## src/rtl/mouse_pkg.sv

```systemverilog
`default_nettype none
// ============================================================================
// Module      : mouse_pkg
// Description : Shared types and constants for the PS/2 mouse position path.
//               The screen limits are also used by the display domain.
// Revision    : 1.0 - initial release
// ============================================================================
package mouse_pkg;

  // Packet assembly states
  typedef enum logic [1:0] {
    IDLE   = 2'd0,
    BYTE1  = 2'd1,
    BYTE2  = 2'd2,
    UPDATE = 2'd3
  } state_t;

  // Bit positions inside PS/2 packet byte 0
  localparam int B0_L    = 0;
  localparam int B0_R    = 1;
  localparam int B0_M    = 2;
  localparam int B0_SYNC = 3;
  localparam int B0_XS   = 4;
  localparam int B0_YS   = 5;
  localparam int B0_XO   = 6;
  localparam int B0_YO   = 7;

  // Visible area and coordinate width
  localparam int POS_W        = 12;
  localparam int SCREEN_MAX_X = 1023;
  localparam int SCREEN_MAX_Y = 767;

  // Build the 9-bit two's complement delta; an overflowed axis moves by 0
  function automatic logic [8:0] make_delta(input logic sign, input logic [7:0] mag,
                                            input logic ovf);
    return ovf ? 9'd0 : {sign, mag};
  endfunction

endpackage
`default_nettype wire

```

## src/rtl/mouse_axis_sat.sv

```systemverilog
`default_nettype none
// ============================================================================
// Module      : mouse_axis_sat
// Description : Combinational saturating add of an unsigned screen coordinate
//               and a signed delta; result is clamped to 0..MAX.
// Revision    : 1.0 - initial release
// ============================================================================
module mouse_axis_sat #(
  parameter int MAX     = 1023,
  parameter int DELTA_W = 9
) (
  input  logic [11:0]        pos,
  input  logic [DELTA_W-1:0] delta,
  output logic [11:0]        result
);

  logic signed [13:0] sum;

  // 14-bit signed sum, then clamp to the legal range
  always_comb begin
    sum = $signed({2'b00, pos}) + $signed({{(14-DELTA_W){delta[DELTA_W-1]}}, delta});
    if (sum < 14'sd0) begin
      result = 12'd0;
    end else if (sum > $signed(14'(MAX))) begin
      result = 12'(MAX);
    end else begin
      result = sum[11:0];
    end
  end

endmodule
`default_nettype wire

```

## src/rtl/mouse_pos_tracker.sv

```systemverilog
`default_nettype none
// ============================================================================
// Module      : mouse_pos_tracker
// Description : Assembles 3-byte PS/2 mouse packets and accumulates the X/Y
//               deltas into saturated absolute screen coordinates.
// Revision    : 1.0 - initial release
// ============================================================================
module mouse_pos_tracker
  import mouse_pkg::*;
#(
  parameter int MAX_X   = SCREEN_MAX_X,
  parameter int MAX_Y   = SCREEN_MAX_Y,
  parameter int INIT_X  = 512,
  parameter int INIT_Y  = 384,
  parameter int TIMEOUT = 260000
) (
  input  logic        clk,
  input  logic        rst,
  input  logic [7:0]  rx_data,
  input  logic        rx_valid,
  output logic [11:0] posX,
  output logic [11:0] posY,
  output logic        btn_left,
  output logic        btn_right,
  output logic        btn_mid,
  output logic        pos_valid,
  output logic        sync_err
);

  localparam int CNT_W = $clog2(TIMEOUT + 1);

  state_t             state_q, state_d;
  logic [2:0]         hdr_btn_q, hdr_btn_d;    // {M, R, L}
  logic [1:0]         hdr_sign_q, hdr_sign_d;  // {Y sign, X sign}
  logic [1:0]         hdr_ovf_q, hdr_ovf_d;    // {Y ovf, X ovf}
  logic [7:0]         dx_q, dx_d;
  logic [7:0]         dy_q, dy_d;
  logic [CNT_W-1:0]   cnt_q, cnt_d;
  logic [CNT_W-1:0]   cnt_inc;
  logic [11:0]        pos_x_q, pos_x_d;
  logic [11:0]        pos_y_q, pos_y_d;
  logic [2:0]         btn_q, btn_d;
  logic               pos_valid_q, pos_valid_d;
  logic               sync_err_q, sync_err_d;

  logic [8:0]         dx9;
  logic [8:0]         dy9;
  logic [9:0]         dy_neg;
  logic [11:0]        new_x;
  logic [11:0]        new_y;

  // Signed deltas; Y is negated in 10 bits so -256 flips to +256 cleanly
  always_comb begin
    dx9    = make_delta(hdr_sign_q[0], dx_q, hdr_ovf_q[0]);
    dy9    = make_delta(hdr_sign_q[1], dy_q, hdr_ovf_q[1]);
    dy_neg = 10'd0 - {dy9[8], dy9};
  end

  mouse_axis_sat #(.MAX(MAX_X), .DELTA_W(9)) u_sat_x (
    .pos    (pos_x_q),
    .delta  (dx9),
    .result (new_x)
  );

  mouse_axis_sat #(.MAX(MAX_Y), .DELTA_W(10)) u_sat_y (
    .pos    (pos_y_q),
    .delta  (dy_neg),
    .result (new_y)
  );

  // Packet FSM, header/delta latches, inter-byte timeout and output updates
  always_comb begin
    state_d     = state_q;
    hdr_btn_d   = hdr_btn_q;
    hdr_sign_d  = hdr_sign_q;
    hdr_ovf_d   = hdr_ovf_q;
    dx_d        = dx_q;
    dy_d        = dy_q;
    cnt_d       = cnt_q;
    pos_x_d     = pos_x_q;
    pos_y_d     = pos_y_q;
    btn_d       = btn_q;
    pos_valid_d = 1'b0;
    sync_err_d  = 1'b0;
    cnt_inc     = cnt_q + 1'b1;

    if (rx_valid) begin
      cnt_d = '0;
    end

    case (state_q)
      IDLE, UPDATE: begin
        if (state_q == UPDATE) begin
          pos_x_d     = new_x;
          pos_y_d     = new_y;
          btn_d       = hdr_btn_q;
          pos_valid_d = 1'b1;
          state_d     = IDLE;
        end
        // A byte arriving during UPDATE is judged as a byte-0 candidate
        if (rx_valid) begin
          if (rx_data[B0_SYNC]) begin
            hdr_btn_d  = {rx_data[B0_M], rx_data[B0_R], rx_data[B0_L]};
            hdr_sign_d = {rx_data[B0_YS], rx_data[B0_XS]};
            hdr_ovf_d  = {rx_data[B0_YO], rx_data[B0_XO]};
            state_d    = BYTE1;
          end else begin
            sync_err_d = 1'b1;
          end
        end
      end
      BYTE1, BYTE2: begin
        if (rx_valid) begin
          if (state_q == BYTE1) begin
            dx_d    = rx_data;
            state_d = BYTE2;
          end else begin
            dy_d    = rx_data;
            state_d = UPDATE;
          end
        end else if (cnt_inc == CNT_W'(TIMEOUT)) begin
          sync_err_d = 1'b1;
          state_d    = IDLE;
          cnt_d      = '0;
        end else begin
          cnt_d = cnt_inc;
        end
      end
      default: begin
        state_d = IDLE;
      end
    endcase
  end

  // State and output registers
  always_ff @(posedge clk) begin
    if (rst) begin
      state_q     <= IDLE;
      hdr_btn_q   <= 3'd0;
      hdr_sign_q  <= 2'd0;
      hdr_ovf_q   <= 2'd0;
      dx_q        <= 8'd0;
      dy_q        <= 8'd0;
      cnt_q       <= '0;
      pos_x_q     <= 12'(INIT_X);
      pos_y_q     <= 12'(INIT_Y);
      btn_q       <= 3'd0;
      pos_valid_q <= 1'b0;
      sync_err_q  <= 1'b0;
    end else begin
      state_q     <= state_d;
      hdr_btn_q   <= hdr_btn_d;
      hdr_sign_q  <= hdr_sign_d;
      hdr_ovf_q   <= hdr_ovf_d;
      dx_q        <= dx_d;
      dy_q        <= dy_d;
      cnt_q       <= cnt_d;
      pos_x_q     <= pos_x_d;
      pos_y_q     <= pos_y_d;
      btn_q       <= btn_d;
      pos_valid_q <= pos_valid_d;
      sync_err_q  <= sync_err_d;
    end
  end

  assign posX      = pos_x_q;
  assign posY      = pos_y_q;
  assign btn_left  = btn_q[0];
  assign btn_right = btn_q[1];
  assign btn_mid   = btn_q[2];
  assign pos_valid = pos_valid_q;
  assign sync_err  = sync_err_q;

endmodule
`default_nettype wire

```

## config.mk

```make
export PLATFORM = sky130hd
export DESIGN_NAME = mouse_pos_tracker
export DESIGN_NICKNAME = d
export VERILOG_FILES = /design/src/rtl/mouse_pkg.sv /design/src/rtl/mouse_axis_sat.sv /design/src/rtl/mouse_pos_tracker.sv
export SDC_FILE = /design/constraint.sdc
export NUM_CORES = 1
export LEC_CHECK = 0
export CAP_MARGIN = 20
export CORE_ASPECT_RATIO = 0.6
export CORE_MARGIN = 1.5
export CORE_UTILIZATION = 62
export DETAILED_ROUTE_END_ITERATION = 12
export PLACE_DENSITY = 0.85
export SLEW_MARGIN = 30
export SYNTH_ARGS = -nofsm -noshare
export SYNTH_HDL_FRONTEND = slang
export SYNTH_SLANG_ARGS = --single-unit
```

## constraint.sdc

```tcl
create_clock -name clk -period 8.7 [get_ports clk]
set_clock_uncertainty 0.05 [all_clocks]
set_input_delay 1.305 -clock clk [delete_from_list [all_inputs] [get_ports clk]]
set_output_delay 1.305 -clock clk [all_outputs]
set_load 0.1 [all_outputs]
```

==> results.yml, run 1 <==
run_status:
  status: "completed"
grt:
  antenna_found_initial: 0
  grt_pass1_vias: 3531
  grt_max_degree: 44
  track_usage: 0.286
  grt_first_pass_wirelength_mm: 17.1
  globalRouteOverflowTotal: 0
cells_and_area:
  syn2layout_area_growth_pct: 16.1
  fin_nets: 604
  diodes: 0
  drive_above_1_share: 0.0440
floorplan:
  die_x_um: 111
  initial_utilization: 0.649
  io_pins: 40
  dieArea_um2: 7580
  core_um2: 6730
  rows: 23
  die_y_um: 68.0
timing:
  min_period_ns: 3.55
  worst_slack_ns: 5.15
  max_freq_mhz: 282
  rsz0062_at_grt: "no"
  hold_viol: 0
  finalSetupViolations: 0
  slew_headroom: 0.332
  setup_tns_ns: 0
  tightest_slew_ns: 0.999
  fin_crit_sh: 0.408
  drv_slew: 0
worst_setup_path:
  slowest_delay_ns: 0.66
  crit_family: "compound AO/OA/AOI/OAI gates"
  critPathSlowestCell: "a31oi_1"
  path_cells: "nor2b_1 > ha_1 > fa_1 > nand2b_1 > a21oi_1 > o21ai_0 > a211oi_1 > nor2_1 > xnor2_1 > a31oi_1 > a221o_1"
  cp-start-kind: "register"
  cp.required_ns: 8.92
  critical_path_class: "reg -> reg"
  critPathBufInv: 0
  arrival_ns: 3.77
  cp-end-kind: "register"
  cp_max_fo: 10
routing:
  met1_length_mm: 5.28
  post-route-drc-count: 0
  ant_nets: 0
  drt_wl_total_mm: 10.8
  wl_met3_um: 922
  met2_length_mm: 4.47
  highest_layer: "met4"
  detail_route.wl_per_cell_um: 16.4
  firstDrtPassIters: 5
  first_iter_violations: 361
  vias: 4004
  vias_per_cell: 6.11
placement:
  gp_routability_congestion: 0.888
  numPortBuffers: 39
  dp_hpwl_mm: 7.73
  dp_worst_setup_slack_ns: 4.92
power_and_ir_drop:
  power_w: 0.00139
  ir_worst_vdd_v: 0.000159
  powerDensity_nw_per_um2: 274
  leakage_nw: 2.03
clock_tree:
  tritoncts: "done"
  cts.sinks: 72
  cts.clk_slew.worst_paths_ns: 0.06
  postCtsSetupRepairBufs: 0
  htree_levels: 3
  ctsResizeCount: 0
  clock_latency_ns: 0.33
  root_buffer: "clkbuf_16"
  cts.path.max_buffers: 2
  holdBufCountCts: 0
  cts_buffers: 9
logic_synthesis:
  ys_ff_latch: 72
  syn_area_per_cell_um2: 8.11
  yosys.cell_types.count: 55
  synth_ff_type: "dfxtp_1"
  ys_seq_area_frac: 0.330
  synth_fp_nets: 580
  async_flop_share: 0
  netlist_area_um2: 4370
  yosys_warnings: 0
  synth_edf_count: 0
  synthCells: 539
run:
  max-cap-violations: 0
hold_path:
  hold_class: "reg -> reg"
==> cell usage after synthesis (all sizes together) (7+ instances only) <==
master | count | area (um^2)
and3 | 9 | 56.3
o21ai | 32 | 164
or3 | 10 | 62.6
nor2b | 11 | 68.8
xnor2 | 18 | 158
ha | 28 | 350
o21bai | 7 | 52.6
clkbuf | 16 | 60.1
nand2b | 12 | 75.1
dfxtp | 72 | 1440
inv | 20 | 75.1
nor2 | 49 | 184
a221o | 9 | 90.1
nand2 | 55 | 206
nor3 | 16 | 80.1
buf | 13 | 78.8
a21oi | 36 | 180
nand3 | 32 | 160
mux2i | 22 | 220
and2 | 7 | 43.8
==> metrics by stage <==
step / instances / util / cell area (um^2) / hold slack [ns]
after floorplan: 539 / - / 4370 / 0.382
after CTS: 655 / 0.754 / 5070 / 0.407
after global placement: 639 / 0.706 / 4750 / 0.388
final: 655 / 0.754 / 5070 / 0.406
after detailed placement: 639 / 0.706 / 4750 / 0.399
after global routing: 655 / 0.754 / 5070 / 0.423
==> worst min-delay path: stages (launching register included) <==
cell,delay (ns)
dfxtp_1,0.31
nand2_1,0.05
a21oi_1,0.05
==> where the power goes <==
part / internal [W] / switching, W / leakage [nW]
clock: 0.000251 / 0.000145 / 0.156
sequential: 0.000367 / 0.0000326 / 0.583
combinational: 0.000211 / 0.000381 / 1.29
total: 0.000830 / 0.000559 / 2.03
==> state kept, by name, summed over array words and instances, names as in the netlist, 3 cells and up <==
name and count:
dx_q 8, hdr_btn_q 3, cnt_q 18, posX 12
posY 12, dy_q 8, btn_q 3
==> cells by family after synthesis <==
group | synth area share
XOR/XNOR | 0.0481
AND/OR/NAND/NOR | 0.242
AO/OA/AOI/OAI | 0.189
flip-flops | 0.330
multiplexers | 0.0529
buffers and inverters | 0.0489
adder cells (fa/ha/maj) | 0.0893
==> worst paths after layout <==
check	depth (start not counted)	slack, ns	start	to
worst max register to register	11	5.15	hdr_ovf_q[1]	posY[4]
worst max-delay path	11	5.15	hdr_ovf_q[1]	posY[4]
worst min-delay path	2	0.41	dx_q[5]	dx_q[5]
worst min register to register	2	0.41	dx_q[5]	dx_q[5]
==> cell usage in the layout, fill, tap and decap left out, types with 4 or more instances in the layout <==
master           Yosys  layout
and2_1               7       7
nor3_1              16      16
a21o_1               6       6
a21oi_1             36      36
a221o_1              9       9
xor2_1               6       6
nand3_1             32      32
o21bai_1             7       7
nor2b_1             11      11
xnor2_1             18      18
dfxtp_1             72      72
or3_1               10      10
inv_1               20      20
nor2_1              49      49
nand2_1             55      55
clkdlybuf4s50_1      0      39
o21ai_0             31      31
a211oi_1             6       6
clkbuf_16            0       9
o211ai_1             4       4
nor3b_1              4       4
mux2i_1             22      22
and3_1               9       9
nand2b_1            12      12
ha_1                28      28
==> layer usage <==
metal  vias up  global-route usage
met5         -                   0
met4         0              0.0775
met3        11              0.0859
met2       196               0.418
met1      1834               0.411
li1       1963                   -
==> final cells by class <==
cell class              instances  area, um^2
inverters                      20        75.1
fillers                       501        1660
clock inverters                 7        95.1
clock buffers                   9         225
repair buffers                 42         413
well taps                      87         109
multi-input cells             418        2720
flip-flops and latches         72        1440
Power figures use the tool's default switching activity.
==> run 2, diff against run 1 <==
--- a/config.mk
+++ b/config.mk
@@ -8,9 +8,9 @@
 export CAP_MARGIN = 20
 export CORE_ASPECT_RATIO = 0.6
 export CORE_MARGIN = 1.5
-export CORE_UTILIZATION = 62
+export CORE_UTILIZATION = 52
 export DETAILED_ROUTE_END_ITERATION = 12
-export PLACE_DENSITY = 0.85
+export PLACE_DENSITY = 0.76
 export SLEW_MARGIN = 30
 export SYNTH_ARGS = -nofsm -noshare
 export SYNTH_HDL_FRONTEND = slang
==> constraint.sdc (replaced) <==
create_clock -name clk -period 3 [get_ports clk]
set_clock_uncertainty 0.05 [all_clocks]
set_input_delay 0.45 -clock clk [delete_from_list [all_inputs] [get_ports clk]]
set_output_delay 0.45 -clock clk [all_outputs]
set_load 0.1 [all_outputs]
==> run 2 against run 1 <==
  * Sequential power rose to 2.9 times the previous value
  * Hold slack worse by 0.00090 ns
  * Fmax up 23%
  * Clock power grew to 2.6 times the previous value
  * Die area is 19% higher
  * Non-clock buffer count grew 19
==> results.yml, run 2 (synthesis results as in run 1) <==
floorplan:
  die_y_um: 74.0
  io_pins: 40
  core_um2: 8010
  rows: 25
  die_x_um: 121
  dieArea_um2: 8980
  initial_utilization: 0.546
clock_tree:
  holdBufCountCts: 0
  cts.sinks: 72
  cts.path.max_buffers: 2
  clock_latency_ns: 0.34
  postCtsSetupRepairBufs: 0
  htree_levels: 3
  cts.clk_slew.worst_paths_ns: 0.06
  cts_buffers: 9
  tritoncts: "done"
  root_buffer: "clkbuf_16"
worst_setup_path:
  cp.required_ns: 3.17
  cp_max_fo: 8
  cp-end-kind: "register"
  timing.rr.start: "dy_q[0]"
  cp-startpoint: "dy_q[0]"
  rrSetupSlack_ns: 0.12
  cp-start-kind: "register"
  arrival_ns: 3.05
  critical_path_class: "reg -> reg"
timing:
  fin_hold_ws_ns: 0.405
  hold_viol: 0
  tightest_slew_ns: 0.553
  finalSetupViolations: 0
  min_period_ns: 2.88
  fin_crit_sh: 0.960
  max_freq_mhz: 347
  slew_headroom: 0.631
  rsz0062_at_grt: "no"
  drv_slew: 0
routing:
  detail_route.wl_per_cell_um: 15.7
  drt_wl_total_mm: 10.9
  post-route-drc-count: 0
  firstDrtPassIters: 5
  first_iter_violations: 320
  ant_nets: 0
  vias: 4025
  vias_per_cell: 5.79
power_and_ir_drop:
  p_clk_frac: 0.251
  powerDensity_nw_per_um2: 789
  seqPwrFrac: 0.280
  combPwrFrac: 0.469
  power.switching_w: 0.00171
  p_sw_frac: 0.412
  p_int_w: 0.00244
  leakage_nw: 2.18
  ir_worst_vdd_v: 0.000619
cells_and_area:
  most-common-layout-cells: "69 x dfxtp_1, 54 x nand2_1, 51 x buf_4"
  diodes: 0
  fin_util: 0.656
  fin_nets: 623
  drive_above_1_share: 0.153
  syn2layout_area_growth_pct: 20.1
  n_fill_cell: 670
  layout_commonest_cell: "dfxtp_1"
  largest_reg_flops: 18
  largest_register: "cnt_q"
grt:
  globalRouteOverflowTotal: 0
  grt_pass1_vias: 3619
  grt_first_pass_wirelength_mm: 18.0
  antenna_found_initial: 0
  track_usage: 0.255
  grt_max_degree: 23
placement:
  gp_routability_congestion: 0.899
  dp_hpwl_mm: 7.99
  numPortBuffers: 39
run_status:
  status: "completed"
hold_path:
  hold_class: "reg -> reg"
  hold_start: "dx_q[4]"
run:
  max-cap-violations: 0
[run 2: layer usage]
| layer | routed length (um) | GRT usage |
|---|---|---|
| met3 | 780 | 0.0767 |
| met1 | 5540 | 0.374 |
| met5 | 0 | 0 |
| met2 | 4420 | 0.366 |
| met4 | 154 | 0.0654 |
[run 2: through the flow]
step / TNS, ns / instances / setup WS [ns] / power [W] / cell area [um^2]
after floorplan: 0 / 539 / 0.0474 / 0.00251 / 4380
after global placement: -0.484 / 679 / -0.0682 / 0.00293 / 4860
after detailed placement: -1.01 / 679 / -0.138 / 0.00297 / 4860
after CTS: 0 / 695 / 0.0359 / 0.00405 / 5170
after global routing: 0 / 695 / 0.00521 / 0.00438 / 5250
final: 0 / 695 / 0.119 / 0.00414 / 5250
[run 2: power by group through the flow]
stage	Sequential [W]	Clock (W)	Combinational [W]
floorplan	0.00142	0	0.00109
global placement	0.00117	0	0.00176
detailed placement	0.00118	0	0.00179
CTS	0.00116	0.00106	0.00183
global route	0.00118	0.00110	0.00210
finish	0.00116	0.00104	0.00194
[run 2: cell type report]
class	instances	area, um^2	share of cell area
timing repair buffer	61	483	0.0920
sequential	72	1450	0.276
clock buffer	12	267	0.0508
multi-input combinational	418	2820	0.536
clock inverter	4	27.5	0.00524
inverter	20	75.1	0.0143
tap	108	135	0.0257
[run 2: path summary, 6_finish.rpt]
path	depth (start not counted)	to
max	11	posY[2]
min	2	dx_q[4]
max reg2reg	11	posY[2]
min reg2reg	2	dx_q[4]
[run 2: worst max-delay path, cell delays in order (launching register included)]
cell and delay (ns):
dfxtp_1 0.30, nor2b_1 0.12, ha_1 0.20, fa_1 0.40, nand2b_1 0.17, a21oi_1 0.25
o21ai_1 0.18, a211oi_2 0.26, nor2_1 0.10, xnor2_2 0.22, a31oi_4 0.18, a221o_1 0.30
[run 2: what timing repair did]
item / in CTS / in global routing
pin swaps: 1 / 2
hold endpoints to repair: 0 / 0
endpoints found under the setup margin: 8 / 19
gates resized for setup: 3 / 16
==> run 3, diff against run 2 <==
--- a/config.mk
+++ b/config.mk
@@ -10,6 +10,7 @@
 export CORE_MARGIN = 1.5
 export CORE_UTILIZATION = 52
 export DETAILED_ROUTE_END_ITERATION = 12
+export GPL_TIMING_DRIVEN = 0
 export PLACE_DENSITY = 0.76
 export SLEW_MARGIN = 30
 export SYNTH_ARGS = -nofsm -noshare
==> run 3 against run 2 <==
  * Sequential cell count stayed put
  * Wire length up 3.3%
  * Hold slack worse by 0.0028 ns
  * First-iteration DRC count rose by 20%
  * Sequential share of layout area shrank 0.22 points
  * Cell count increased by 1.0%
  * Clock-buffer cell count is the same
  * Die area unchanged
  * Critical path depth stayed put
  * Via count rose by 2.1%
==> results.yml, run 3 (synthesis results as in run 1) <==
floorplan:
  dieArea_um2: 8980
  die_y_um: 74.0
  io_pins: 40
  core_um2: 8010
  initial_utilization: 0.546
  die_x_um: 121
  rows: 25
clock_tree:
  cts.path.max_buffers: 2
  htree_levels: 3
  clock_latency_ns: 0.34
  cts.clk_slew.worst_paths_ns: 0.06
  cts.sinks: 72
  tritoncts: "done"
  root_buffer: "clkbuf_16"
  cts_buffers: 9
worst_setup_path:
  cp-start-kind: "register"
  cp_max_fo: 10
  slowest_delay_ns: 0.41
  critical_path_class: "reg -> reg"
  cp-end-kind: "register"
  cp.required_ns: 3.17
  path_cells: "nor2b_1 > ha_1 > fa_1 > nand2b_4 > a21oi_4 > o21ai_2 > a211oi_2 > nor2_1 > xnor2_2 > a31oi_4 > a221o_1"
  arrival_ns: 3.12
  critPathSlowestCell: "fa_1"
timing:
  min_period_ns: 2.94
  slew_headroom: 0.345
  hold_viol: 0
  setup_tns_ns: 0
  finalSetupViolations: 0
  max_freq_mhz: 340
  tightest_slew_ns: 0.980
  fin_hold_ws_ns: 0.403
  fin_crit_sh: 0.981
  worst_slack_ns: 0.0574
  drv_slew: 0
cells_and_area:
  largest_register: "cnt_q"
  syn2layout_area_growth_pct: 21.7
  instances_no_fill: 702
  finalInstanceArea_um2: 5320
  largest_reg_flops: 18
  most-common-layout-cells: "65 x dfxtp_1, 55 x nand2_1, 49 x nor2_1"
  multi_input_area_um2: 2810
  final-seq-area_um2: 1460
  layout_commonest_cell: "dfxtp_1"
  fin_nets: 630
  n_fill_cell: 656
  diodes: 0
  drive_above_1_share: 0.0943
grt:
  antenna_found_initial: 0
  grt_max_degree: 13
  grt_pass1_vias: 3641
  globalRouteOverflowTotal: 0
  track_usage: 0.253
  grt_first_pass_wirelength_mm: 17.7
routing:
  firstDrtPassIters: 5
  detail_route.wl_per_cell_um: 16.0
  first_iter_violations: 384
  vias: 4111
  post-route-drc-count: 0
  vias_per_cell: 5.86
  ant_nets: 0
  drt_wl_total_mm: 11.2
power_and_ir_drop:
  powerDensity_nw_per_um2: 779
  leakage_nw: 2.11
  ir_worst_vdd_v: 0.000573
run_status:
  status: "completed"
placement:
  dp.cells: 685
  dp_worst_setup_slack_ns: -0.579
  dp_hpwl_mm: 8.35
  numPortBuffers: 38
  placed_area_um2: 4890
  gp_routability_congestion: 0.915
hold_path:
  hold_class: "reg -> reg"
run:
  max-cap-violations: 0
==> run 3: power breakdown <==
part	internal (W)	total [W]	switching, W
Combinational	0.000681	0.00188	0.00120
Clock	0.000691	0.00111	0.000416
Sequential	0.00107	0.00116	0.0000876
==> run 3: final timing paths <==
check / startpoint / end / slack, ns / cells after the start
worst max-delay path: hdr_ovf_q[1] / posY[5] / 0.06 / 11
worst min-delay path: dx_q[6] / dx_q[6] / 0.40 / 2
worst max register to register: hdr_ovf_q[1] / posY[5] / 0.06 / 11
worst min register to register: dx_q[6] / dx_q[6] / 0.40 / 2
==> run 3: layer usage <==
layer	part of all wire	wire [um]	GRT usage
met1	0.51	5750	0.375
met2	0.41	4600	0.359
met5	0	0	0
met3	0.069	780	0.0652
met4	0.0094	106	0.0758
==> run 3: layout make-up <==
type                    count  share of cell area
multi-input cells         418               0.528
plain buffers              26              0.0240
clock buffers              12              0.0482
well taps                 108              0.0254
inverters                  20              0.0141
clock inverters             4             0.00988
repair buffers             42              0.0771
flip-flops and latches     72               0.273
==> run 3: worst max-delay path, delay by kind of cell (launching register included) <==
family          cells  cell delay, ns
compound gates      5            1.13
fa+ha+maj           2            0.63
xor+xnor            1            0.26
flops               1            0.40
simple gates        3            0.36
==> run 3: per-stage QoR <==
| step | total power, W | util |
|---|---|---|
| after detailed placement | 0.00289 | 0.611 |
| final | 0.00415 | 0.665 |
| after CTS | 0.00405 | 0.655 |
| after global placement | 0.00283 | 0.611 |
| after global routing | 0.00436 | 0.665 |
| after floorplan | 0.00251 | - |
==> run 3: timing repair <==
action / CTS / global route
pin swaps: 2 / 6
setup endpoints to repair: 30 / 28
resized for setup: 12 / 15
setup buffers: 2 / 2
hold buffers: 0 / 0
==> RTL edit 1: new RTL, config.mk and constraints of run 3 <==
The 4 states of `state_t` get a one-hot encoding in 4 bits.
--- a/src/rtl/mouse_pkg.sv
+++ b/src/rtl/mouse_pkg.sv
@@ -8,11 +8,11 @@
 package mouse_pkg;
 
   // Packet assembly states
-  typedef enum logic [1:0] {
-    IDLE   = 2'd0,
-    BYTE1  = 2'd1,
-    BYTE2  = 2'd2,
-    UPDATE = 2'd3
+  typedef enum logic [3:0] {
+    IDLE   = 4'b0001,
+    BYTE1  = 4'b0010,
+    BYTE2  = 4'b0100,
+    UPDATE = 4'b1000
   } state_t;
 
   // Bit positions inside PS/2 packet byte 0
Behaviour: same outputs for any inputs over 4 cycles, from zero or initial values and one cycle with rst high; so few cycles prove little.
==> RTL edit 1 against run 3 <==
Cell count is 1.7% higher. Sequential cell count is 2 higher. Design area is 7.5% higher. Via count is 8.9% higher. Count of clock-buffer cells in the layout is 2 lower. Routed wire length is 15% higher. Synthesized area is 4.4% higher. Worst setup slack better by 10 ps. Synthesized cell count is 0.19% higher. Critical path type unchanged. Largest cell class unchanged.
Power is not compared: it rests on default switching activity, and its combinational part moved more than twofold at a synthesized area within 25%.
==> RTL edit 1: results <==
[global_routing]
grtUsageMet3_pct = 8.61
grt_max_degree = 14
gr-usage-met1_pct = 39.8
track_usage_pct = 27.9
gr-usage-met2_pct = 41.5
grt_pass1_wl_um = 20000
grt_pass1_vias = 4004
antenna_found_initial = 0

[clocking]
path_clk_slew_ps = 60
h-tree-depth = 3
postCtsSetupBuffers = 7
clockRootBuffer = "clkbuf_16"
clk_path_buf_depth = 2
clk_latency_ps = 350
cts_resized = 25

[min_path]
min_path_type = "reg2reg"
min-delay-start = "dx_q[5]"

[placement]
dp.final_hpwl_um = 8920
place.gp.congestion = 0.932
post-place-ws_ps = -590
io_buffers = 38
place_area_um2 = 5110
dp.cells = 690

[power]
max-vdd-ir-drop_v = 0.000367
power.leakage_nw = 2.28

[finish]
fin_nets = 635
drive_above_1_share_pct = 14.1
antennaDiodeCount = 0
regMostFlops = "cnt_q"
largest_register_ffs = 18

[routing]
m1WireLength_um = 6090
wl_met2_um = 5550
num_vias = 4478
routed-wl-met3_um = 1110
first_iter_violations = 574
first_pass_iters = 7
wirelength_um = 12900
vias_per_cell = 6.27
antenna_left = 0

[setup_path]
path_max_fanout = 8
cpPeakStageDelay_ps = 370
critPathTopFamily = "compound AO/OA/AOI/OAI gates"
r2r_start = "dy_q[0]"
crit_slowest_cell = "dfxtp_1"
crit_arrival_ps = 3110
cp-start-kind = "register"

[sta]
tightest_slew_ps = 976
setup_tns_ps = 0

[logic_synthesis]
ys_top_cells_by_area = "dfxtp_1 32%, ha_1 6.9%, mux2i_1 6.6%"
syn-cell-area_um2 = 4560
ys_async_sr_fraction_pct = 0
synth_seq_area_share_pct = 32.5
synthTopCellsByCount = "74 x dfxtp_1, 61 x nor2_1, 41 x nand2_1"
syn_nets = 578
syn_area_per_cell_um2 = 8.45
ys_types = 58

[outcome]
status = "finished, final reports clean"
[RTL edit 1: cell types whose count changed after synthesis, moves of 7 or more]
cell / delta
o21ai_0: -18
a221o_1: +8
nor4_1: +7
clkbuf_1: +7
a21oi_1: -13
nor2_1: +12
nand3_1: -13
or3_1: -9
nand2_1: -14
nor2b_1: +8
mux2i_1: +8
[RTL edit 1: power by group]
| part | switching (mW) | internal (mW) | total, mW | leakage (nW) |
|---|---|---|---|---|
| clock network | 0.450 | 0.693 | 1.14 | 0.154 |
| logic | 0.0985 | 0.0625 | 0.161 | 1.52 |
| registers | 0.00604 | 0.987 | 0.994 | 0.606 |
| total | 0.555 | 1.74 | 2.30 | 2.28 |
[RTL edit 1: cell type report]
type	count	area [um^2]
Buffer	21	90.1
Clock buffer	10	250
Clock inverter	6	62.6
Fill cell	716	2800
Inverter	14	52.6
Multi-Input combinational cell	428	3150
Sequential cell	74	1510
Tap cell	112	140
Timing Repair Buffer	49	463
[RTL edit 1: path summary, 6_finish.rpt]
check / to / slack [ps] / cells after the start
worst max-delay path: posY[3] / 70 / 10
worst min-delay path: dx_q[5] / 450 / 2
worst max register to register: posY[3] / 70 / 10
worst min register to register: dx_q[5] / 450 / 2
[RTL edit 1: kinds of logic (layout without fill, tap and decap cells)]
| kind of cell | count (synthesis) | count (layout) | synth area share (%) |
|---|---|---|---|
| adder cells (fa/ha/maj) | 27 | 27 | 7.73 |
| XOR/XNOR | 29 | 29 | 5.56 |
| AND/OR/NAND/NOR | 217 | 217 | 24.4 |
| multiplexers | 30 | 30 | 6.58 |
| AO/OA/AOI/OAI | 125 | 125 | 20.1 |
| flip-flops | 74 | 74 | 32.5 |
| buffers and inverters | 38 | 100 | 3.15 |
==> RTL edit 2: new RTL, settings of run 3 <==
Made on the original files. The parameter `TIMEOUT` goes from 260000 to 520000.
--- a/src/rtl/mouse_pos_tracker.sv
+++ b/src/rtl/mouse_pos_tracker.sv
@@ -12,7 +12,7 @@
   parameter int MAX_Y   = SCREEN_MAX_Y,
   parameter int INIT_X  = 512,
   parameter int INIT_Y  = 384,
-  parameter int TIMEOUT = 260000
+  parameter int TIMEOUT = 520000
 ) (
   input  logic        clk,
   input  logic        rst,
Check against the original RTL: no difference found for any inputs over 4 cycles, from zero or initial values and one cycle with rst high; that may be too few to reach the edited logic, so the function may still have changed.
==> RTL edit 2 against run 3 <==
Routed wire length increased by 15%. Cell count increased by 6.4%. Fmax decreased by 0.10%. Power increased by 11%. Synthesized cell count increased by 5.9%. Sequential cell count increased by 1. Design area increased by 10%. Synthesized area increased by 7.7%. Global-route usage increased by 1.9 points. Worst setup slack got worse by 3.0 ps. Critical path depth decreased by 1. Critical path type unchanged. Highest routed layer unchanged.
==> RTL edit 2: results <==
[outcome]
status = "finished, final reports clean"

[logic_synthesis]
syn_nets = 612
syn_area_per_cell_um2 = 8.25
synth_compound_area_share_pct = 21.3
yosys.area_share.xor_xnor_pct = 3.72
yosys-mux-area-fraction_pct = 5.21
ys_types = 75
synthAdderAreaFrac_pct = 8.29
synth_seq_area_share_pct = 31.0
ys_top_cells_by_area = "dfxtp_1 31%, ha_1 7.4%, nor2_1 4.9%"
synthTopCellsByCount = "73 x dfxtp_1, 61 x nor2_1, 43 x a21oi_1, 43 x nand2_1, 33 x nand3_1"

[finish]
fin_nets = 671
drive_above_1_share_pct = 15.6
inverters = 25
nMultiInputCombCells = 447
nonClkBufAreaFrac_pct = 10.0
largest_register_ffs = 19
clock_buffers = 10
design.seq.count = 73
buffers_excl_clock = 74
sh_seq_area_pct = 25.4
clk_share_pct = 6.03
fillers = 686
multiInputGateArea_um2 = 3190
final_area_um2 = 5850

[global_routing]
grtUsageMet3_pct = 9.49
grt_pass1_vias = 4194
grt_pass1_wl_um = 20900
track_usage_pct = 27.2
gr-usage-met2_pct = 38.2
grt_max_degree = 14
gr-usage-met1_pct = 39.9

[routing]
wire_per_inst_um = 17.3
m1WireLength_um = 6370
first_iter_violations = 392
first_pass_iters = 6
wl_met2_um = 5380
num_vias = 4502
wirelength_um = 12900
routed-wl-met3_um = 1080

[placement]
post-place-ws_ps = -733
dp.final_hpwl_um = 9280
place_area_um2 = 5250
dp.cells = 721
place.gp.congestion = 0.918

[clocking]
postCtsSetupBuffers = 3
cts_resized = 18

[setup_path]
critPathTopFamily = "simple AND/OR/NAND/NOR gates"
r2r_start = "hdr_ovf_q[1]"
crit_arrival_ps = 3100
worstRegToRegCells = 10
cpPeakStageDelay_ps = 530
crit_slowest_cell = "or4b_1"

[power]
power.leakage_nw = 2.30
max-vdd-ir-drop_v = 0.000517

[sta]
timing.final.crit_share_pct = 98.2
tightest_slew_ps = 980

[min_path]
min-delay-start = "dx_q[3]"
-- RTL edit 2: changes by cell type in the layout (fill, tap and decap cells not counted), moves of 7 or more --
| cell | run 3 | this run |
|---|---|---|
| dfxtp_1 | 65 | 57 |
| nand2_1 | 55 | 43 |
| nor2_1 | 49 | 60 |
| a22o_1 | 1 | 12 |
| a21o_1 | 6 | 13 |
| dfxtp_2 | 5 | 15 |
-- RTL edit 2: worst min path at each step --
stage / end / slack (ps)
6_report: dx_q[3] / 410
3_5_place_dp: dx_q[1] / 400
5_1_grt: dx_q[6] / 430
4_1_cts: dx_q[1] / 410
3_3_place_gp: dx_q[6] / 390
2_1_floorplan: dx_q[0] / 380
-- RTL edit 2: cell families after synthesis --
kind of cell,count (synthesis)
simple gates,231
compound gates,143
flops,73
buf+inv,51
fa+ha+maj,30
mux,23
xor+xnor,20
-- RTL edit 2: power by group --
part,total [mW],internal [mW],switching (mW)
logic,2.16,0.805,1.36
registers,1.16,1.08,0.0820
clock network,1.27,0.838,0.435
